File: config.mk
export PLATFORM = sky130hd
export DESIGN_NAME = fifo_serial_tx
export DESIGN_NICKNAME = d
export VERILOG_FILES = /design/src/rtl/fifo_serial_tx.sv
export SDC_FILE = /design/constraint.sdc
export NUM_CORES = 1
export LEC_CHECK = 0
export BUFFER_PORTS_ARGS = -buffer_cell sky130_fd_sc_hd__buf_2
export CAP_MARGIN = 20
export CORE_MARGIN = 1
export CORE_UTILIZATION = 50
export CTS_CLUSTER_DIAMETER = 150
export DETAILED_ROUTE_END_ITERATION = 7
export HOLD_SLACK_MARGIN = 0.12
export PLACE_DENSITY = 0.7
export SYNTH_ARGS = -nofsm -noshare
export SYNTH_HDL_FRONTEND = slang
export SYNTH_SLANG_ARGS = --single-unit
File: constraint.sdc
create_clock -name pclk -period 4.8 [get_ports pclk]
set_input_delay 1.44 -clock pclk [delete_from_list [all_inputs] [get_ports pclk]]
set_output_delay 1.44 -clock pclk [all_outputs]
set_load 0.01 [all_outputs]
File: src/rtl/fifo_serial_tx.sv
// rtl/fifo_serial_tx.sv - fifo drain stage sending each word as an asynchronous serial frame
module fifo_serial_tx #(
    parameter int CLKS_PER_BIT = 16,
    parameter int DATA_W       = 8,
    parameter int PARITY_EN    = 0,
    parameter int STOP_BITS    = 1
) (
    input  logic              pclk,
    input  logic              clear,
    input  logic              tx_enable,
    input  logic              fifo_nempty,
    input  logic [DATA_W-1:0] fifo_word,
    output logic              fifo_en,
    output logic              fifo_rw,
    output logic              txd,
    output logic              busy,
    output logic              frame_done
);
    localparam int BAUD_W = (CLKS_PER_BIT > 1) ? $clog2(CLKS_PER_BIT) : 1;
    localparam int BIT_W  = $clog2(DATA_W + 1);
    localparam logic [BAUD_W-1:0] BAUD_LAST = BAUD_W'(CLKS_PER_BIT - 1);
    localparam logic [BIT_W-1:0]  DATA_LAST = BIT_W'(DATA_W - 1);
    localparam logic [BIT_W-1:0]  STOP_LAST = BIT_W'(STOP_BITS - 1);

    typedef enum logic [2:0] {IDLE, REQ, LOAD, START, DATA, PARITY, STOP} state_t;

    state_t            state, state_nxt;
    logic [BAUD_W-1:0] baud_cnt, baud_nxt, baud_inc;
    logic [BIT_W-1:0]  bit_cnt, bit_nxt;
    logic [DATA_W-1:0] shreg, shreg_nxt;
    logic              parity, parity_nxt;
    logic              txd_nxt, busy_nxt, fifo_en_nxt, done_nxt;
    logic              baud_last;

    assign baud_last = (baud_cnt == BAUD_LAST);
    assign baud_inc  = baud_last ? '0 : baud_cnt + BAUD_W'(1);
    assign fifo_rw   = 1'b0;

    always_ff @(posedge pclk) begin
        if (clear) begin
            state      <= IDLE;
            baud_cnt   <= '0;
            bit_cnt    <= '0;
            shreg      <= '0;
            parity     <= 1'b0;
            txd        <= 1'b1;
            busy       <= 1'b0;
            fifo_en    <= 1'b0;
            frame_done <= 1'b0;
        end else begin
            state      <= state_nxt;
            baud_cnt   <= baud_nxt;
            bit_cnt    <= bit_nxt;
            shreg      <= shreg_nxt;
            parity     <= parity_nxt;
            txd        <= txd_nxt;
            busy       <= busy_nxt;
            fifo_en    <= fifo_en_nxt;
            frame_done <= done_nxt;
        end
    end

    always_comb begin
        state_nxt  = state;
        baud_nxt   = '0;
        bit_nxt    = bit_cnt;
        shreg_nxt  = shreg;
        parity_nxt = parity;
        case (state)
            IDLE: begin
                bit_nxt = '0;
                if (tx_enable && fifo_nempty) state_nxt = REQ;
            end
            REQ: state_nxt = LOAD;
            LOAD: begin
                state_nxt  = START;
                shreg_nxt  = fifo_word;
                parity_nxt = ^fifo_word;
                bit_nxt    = '0;
            end
            START: begin
                baud_nxt = baud_inc;
                if (baud_last) state_nxt = DATA;
            end
            DATA: begin
                baud_nxt = baud_inc;
                if (baud_last) begin
                    shreg_nxt = shreg >> 1;
                    if (bit_cnt == DATA_LAST) begin
                        bit_nxt   = '0;
                        state_nxt = (PARITY_EN != 0) ? PARITY : STOP;
                    end else begin
                        bit_nxt = bit_cnt + BIT_W'(1);
                    end
                end
            end
            PARITY: begin
                baud_nxt = baud_inc;
                if (baud_last) state_nxt = STOP;
            end
            STOP: begin
                baud_nxt = baud_inc;
                if (baud_last) begin
                    if (bit_cnt == STOP_LAST) begin
                        bit_nxt   = '0;
                        state_nxt = IDLE;
                    end else begin
                        bit_nxt = bit_cnt + BIT_W'(1);
                    end
                end
            end
            default: state_nxt = IDLE;
        endcase
    end

    // Outputs are decoded from the next state so the registered pins line up with the state.
    always_comb begin
        txd_nxt = 1'b1;
        case (state_nxt)
            START:   txd_nxt = 1'b0;
            DATA:    txd_nxt = shreg_nxt[0];
            PARITY:  txd_nxt = parity_nxt;
            default: txd_nxt = 1'b1;
        endcase
        busy_nxt    = (state_nxt != IDLE);
        fifo_en_nxt = (state_nxt == REQ);
        done_nxt    = (state_nxt == STOP) && (baud_nxt == BAUD_LAST) && (bit_nxt == STOP_LAST);
    end
endmodule
**After elaboration in Yosys (flattened, before gate mapping)**

Index checks and enable logic that the tools add are counted.

- Mux-type cells: 19
- Add/subtract/negate cells: 2
- Reduce and logical (&&, ||, !) cells: 12
- Equality and inequality tests: 15

Operators with widths:

| kind | number |
|---|---|
| 4-bit 2-to-1 mux | 6 |
| 3-bit 2-to-1 mux | 7 |
| 3-bit one-hot mux with 7 select lines | 1 |
| 3-bit == test, second input constant | 6 |
| 8-bit one-hot mux with 2 select lines | 1 |
| 4-bit one-hot mux with 3 select lines | 1 |
| 3-bit by 2-bit == test with 1-bit output, second input constant | 3 |
| 4-bit by 1-bit adder with 4-bit output, second input constant | 2 |
| 4-bit == test, second input constant | 2 |
| 4-bit zero test | 2 |
| 8-bit 2-to-1 mux | 1 |
| 8-bit XOR reduction | 1 |
| 3-bit by 1-bit == test with 1-bit output, second input constant | 2 |
| 4-bit by 3-bit == test with 1-bit output, second input constant | 1 |
| 4-bit OR reduction | 1 |
| 1-bit logical AND | 3 |
| 3-bit zero test | 1 |
| 1-bit one-hot mux with 3 select lines | 1 |
| 3-bit nonzero test | 1 |
| 2-bit != test, second input constant | 1 |
| 2-bit AND reduction | 1 |
| 2-bit nonzero test | 1 |
| 2-bit OR reduction | 1 |
| 1-bit 2-to-1 mux | 1 |

- Output and inout bits: 5
- Bits of input ports: 12
- Logic and storage cells: 58
- Bits in registers: 24

**Depth between registers and ports, before layout**

- Depth in word-level cells: 7
- Depth in mapped cells: 7
- Depth with buffers taken out: 6

**Least setup slack after synthesis**

Ideal clock, no wire load.

- Path type: input to register
- Start: input tx_enable
- End: register txd
- Data arrival time: 2140 ps
- Path slack: 2532 ps
- Stages: 4
- Library setup time: 128 ps
- Buffers on the path: 0
- Required time: 4672 ps
- Path through: a21oi_1 o311a_1 o31ai_1 o211ai_2

- Word-level cells in the longest chain between the ends: 5
- Elaborated cells between the ends (all ways): 7
- Those cells by class: eq/ne (3); mux (3); reduce/logical (1)

Ends and longest elaborated chain:

| item | line | RTL |
|---|---|---|
| start, declared | 10 | `input logic tx_enable,` |
| 1-bit logical AND * | 72 | `if (tx_enable && fifo_nempty) state_nxt = REQ;` |
| 3-bit 2-to-1 mux * | 72 |  |
| 3-bit one-hot mux with 7 select lines * | 69 | `case (state)` |
| 3-bit == test / 3-bit by 2-bit == test with 1-bit output (equally long branches) | 119 | `case (state_nxt)` |
| 1-bit one-hot mux with 3 select lines * | 119 |  |
| end signal, assigned | 56 | `txd <= txd_nxt;` |
| end, declared | 15 | `output logic txd,` |

Every way passes the cells marked *; elsewhere a longest branch is shown, timed or not.
A chain may end at the register's enable or synchronous reset.

**Worst setup path in the final report**

- Start: register fifo_en
- End: output fifo_en

RTL lines:

| item | line | RTL |
|---|---|---|
| start, declared | 13 | `output logic fifo_en,` |
| start signal, assigned | 58 | `fifo_en <= fifo_en_nxt;` |

No word-level cell between the ends.

==> results.py <==
metrics = {
    "outcome": {
        "status": "finished, final reports clean",
    },
    "synthesis": {
        "postSynthCellCount": 156,
        "synth.yosys.seq_area_share_pct": 36.23,
        "synth_top_family_by_area": "simple AND/OR/NAND/NOR gates",
        "avgSynthCellArea_um2": 8.502,
        "yosysWarnings": 0,
        "synthesis.area_um2": 1326,
        "yosysTopAreaCell": "dfxtp_1",
        "ys_top_cells_by_area": "dfxtp_1 (36%), a21oi_1 (6.0%), xnor2_1 (5.3%)",
        "synthAdderAreaFrac_pct": 2.830,
        "yosysUniqueCellTypes": 47,
        "synth_top_area_share_pct": 36.23,
        "ys_ff_latch": 24,
        "synth_xor_area_share_pct": 7.170,
        "synth_nets": 171,
        "synth_edf_count": 0,
        "synth_async_sr_flop_share_pct": 0,
        "synth-simple-area-share_pct": 25.66,
        "synth_mux_area_share_pct": 0,
        "synth_compound_area_share_pct": 22.74,
        "synth_ff_type": "dfxtp_1",
    },
    "clock_tree": {
        "cts_root_buf": "clkbuf_4",
        "clk_latency_ns": 0.32,
        "post_cts_buffers": 0,
        "cts_resized": 0,
        "cts_made_buffers": 3,
        "cts_max_path_buffers": 2,
        "cts_tree": "yes",
        "postCtsHoldBufs": 0,
        "clkTransAtPathRegs_ns": 0.13,
        "cts_max_level": 1,
        "clock-sinks": 24,
    },
    "routing": {
        "first_pass_iters": 4,
        "routed_wl_mm": 2.634,
        "drt_iter0_drc": 21,
        "vias": 1121,
        "drc": 0,
        "ant_nets": 0,
        "wl_per_cell_um": 13.51,
        "via_per_inst": 5.749,
    },
    "layout": {
        "nets": 182,
        "layout_common_cells": "dfxtp_1 (24), a21oi_1 (16), nand2_1 (15), nor2_1 (15), buf_2 (15)",
        "fin_area_um2": 1405,
        "layout.cells.non_filler": 195,
        "final_common_cell": "dfxtp_1",
        "antennaDiodeCount": 0,
        "multi_input_area_um2": 778.2,
        "fill_cells": 247,
        "synthToLayoutAreaGrowth_pct": 5.944,
        "post-route-util_pct": 56.21,
        "drive_above_1_share_pct": 17.58,
        "regArea_um2": 480.5,
    },
    "critical_path": {
        "r2r_cells": 5,
        "r2r_slack_ns": 2.60,
        "path_cells": "buf_2",
        "crit_arrival_ns": 0.76,
        "worst-path-buf-inv": 1,
        "cp_max_fo": 1,
        "rr_endpoint": "txd$_SDFF_PP1_",
        "path_delay_family": "flip-flops",
        "criticalPathCategory": "reg2out",
        "worstSetupEndpointType": "output port",
        "cp_slowest_stage_delay_ns": 0.33,
        "timing.rr.start": "state[1]$_SDFF_PP0_",
        "startpoint_type": "flop",
        "cp.required_ns": 3.36,
        "slowest_stage": "dfxtp_1",
    },
    "timing": {
        "clock.fmax_mhz": 453.9,
        "tns_ns": 0,
        "worst_slack_ns": 2.597,
        "period_minus_slack_ns": 2.203,
        "finalHoldViolations": 0,
        "holdWs_ns": 0.4789,
        "setup_viol": 0,
        "slew-limit-headroom_pct": 50.80,
        "fin_crit_sh_pct": 45.90,
        "tightest_slew_ns": 0.7347,
        "finClkSkew_ns": 0.008799,
        "rsz0062_at_grt": "no",
        "drv_slew": 0,
    },
    "place": {
        "hpwl_mm": 1.869,
        "dp_slack_ns": 2.397,
        "place_inst": 192,
        "dpl_cell_area_um2": 1383,
        "gp_congestion": 0.8293,
        "io_buffers": 15,
    },
    "global_routing": {
        "grt_start_max_net_pins": 19,
        "grt.overflow.total": 0,
        "grt_pass1_wl_mm": 4.450,
        "grt_use_total_pct": 21.31,
        "grt_pass1_vias": 1048,
        "antenna_found_initial": 0,
    },
    "die": {
        "ios": 17,
        "floorplan.initialDensity_pct": 53.05,
        "die_w_um": 53.50,
        "rows": 18,
        "die_area_um2": 2862,
        "chipHeight_um": 53.50,
        "fp.coreArea_um2": 2500,
    },
    "min_path": {
        "hold_depth": 2,
        "min_to": "shreg[3]$_SDFFE_PP0P_",
        "hp-class": "reg2reg",
        "hp-start": "shreg[3]$_SDFFE_PP0P_",
    },
    "power_and_ir_drop": {
        "ir_worst_vdd_uv": 181.1,
        "p_leak_nw": 0.5022,
        "pwr_density_cell_nw_per_um2": 264.8,
        "p_total_uw": 372.0,
    },
    "flow_run": {
        "max-cap-violations": 0,
    },
}
-- sequential cells by signal, summed over array words and instances (netlist names) --
register / cells
frame_done: 1
state: 3
busy: 1
bit_cnt: 4
shreg: 8
fifo_en: 1
txd: 1
parity: 1
baud_cnt: 4
-- cell usage after synthesis (3+ instances only) --
cell / n
a21oi_1: 16
nand3_1: 5
buf_2: 3
and3_1: 3
inv_1: 3
a22oi_1: 6
xnor2_1: 8
and2_1: 4
nand2b_1: 3
buf_4: 3
dfxtp_1: 24
o21ai_0: 5
nor2_1: 15
nand2_1: 15
ha_1: 3
-- metal layers --
metal | up-vias | wire, µm | track usage [%] | share of wire (%)
li1 | 572 | - | - | -
met1 | 528 | 1261 | 27.88 | 48
met2 | 17 | 1289 | 35.42 | 49
met3 | 4 | 55 | 2.586 | 2.1
met4 | 0 | 27 | 7.895 | 1.0
met5 | - | 0 | 0 | 0
-- logic make-up after synthesis --
logic type / count (synthesis)
adder cells (fa/ha/maj): 3
flip-flops: 24
AO/OA/AOI/OAI: 43
XOR/XNOR: 10
buffers and inverters: 12
AND/OR/NAND/NOR: 63
other: 1
-- where the power goes --
part           switching (mW)  total [mW]  internal, mW  leakage [nW]
logic                  0.0314      0.0608        0.0294         0.293
registers              0.0119       0.221         0.209         0.195
clock network          0.0604      0.0898        0.0294        0.0138
total                   0.104       0.372         0.268         0.502
-- cell type report --
| type | count | share of cell area, % |
|---|---|---|
| inverters | 3 | 0.8014 |
| repair buffers | 15 | 5.343 |
| well taps | 30 | 2.671 |
| flip-flops and latches | 24 | 34.19 |
| multi-input cells | 120 | 55.39 |
| clock buffers | 3 | 1.603 |
-- worst max-delay path by stage --
stage                              startpoint        endpoint  cells after the start
final                      fifo_en$_SDFF_PP0_         fifo_en                      1
after global routing      state[1]$_SDFF_PP0_  txd$_SDFF_PP1_                      5
after CTS                 state[1]$_SDFF_PP0_  txd$_SDFF_PP1_                      5
after detailed placement            tx_enable  txd$_SDFF_PP1_                      5
after global placement              tx_enable  txd$_SDFF_PP1_                      5
after floorplan                     tx_enable  txd$_SDFF_PP1_                      4
No activity file was read; power rests on OpenSTA's default activity.
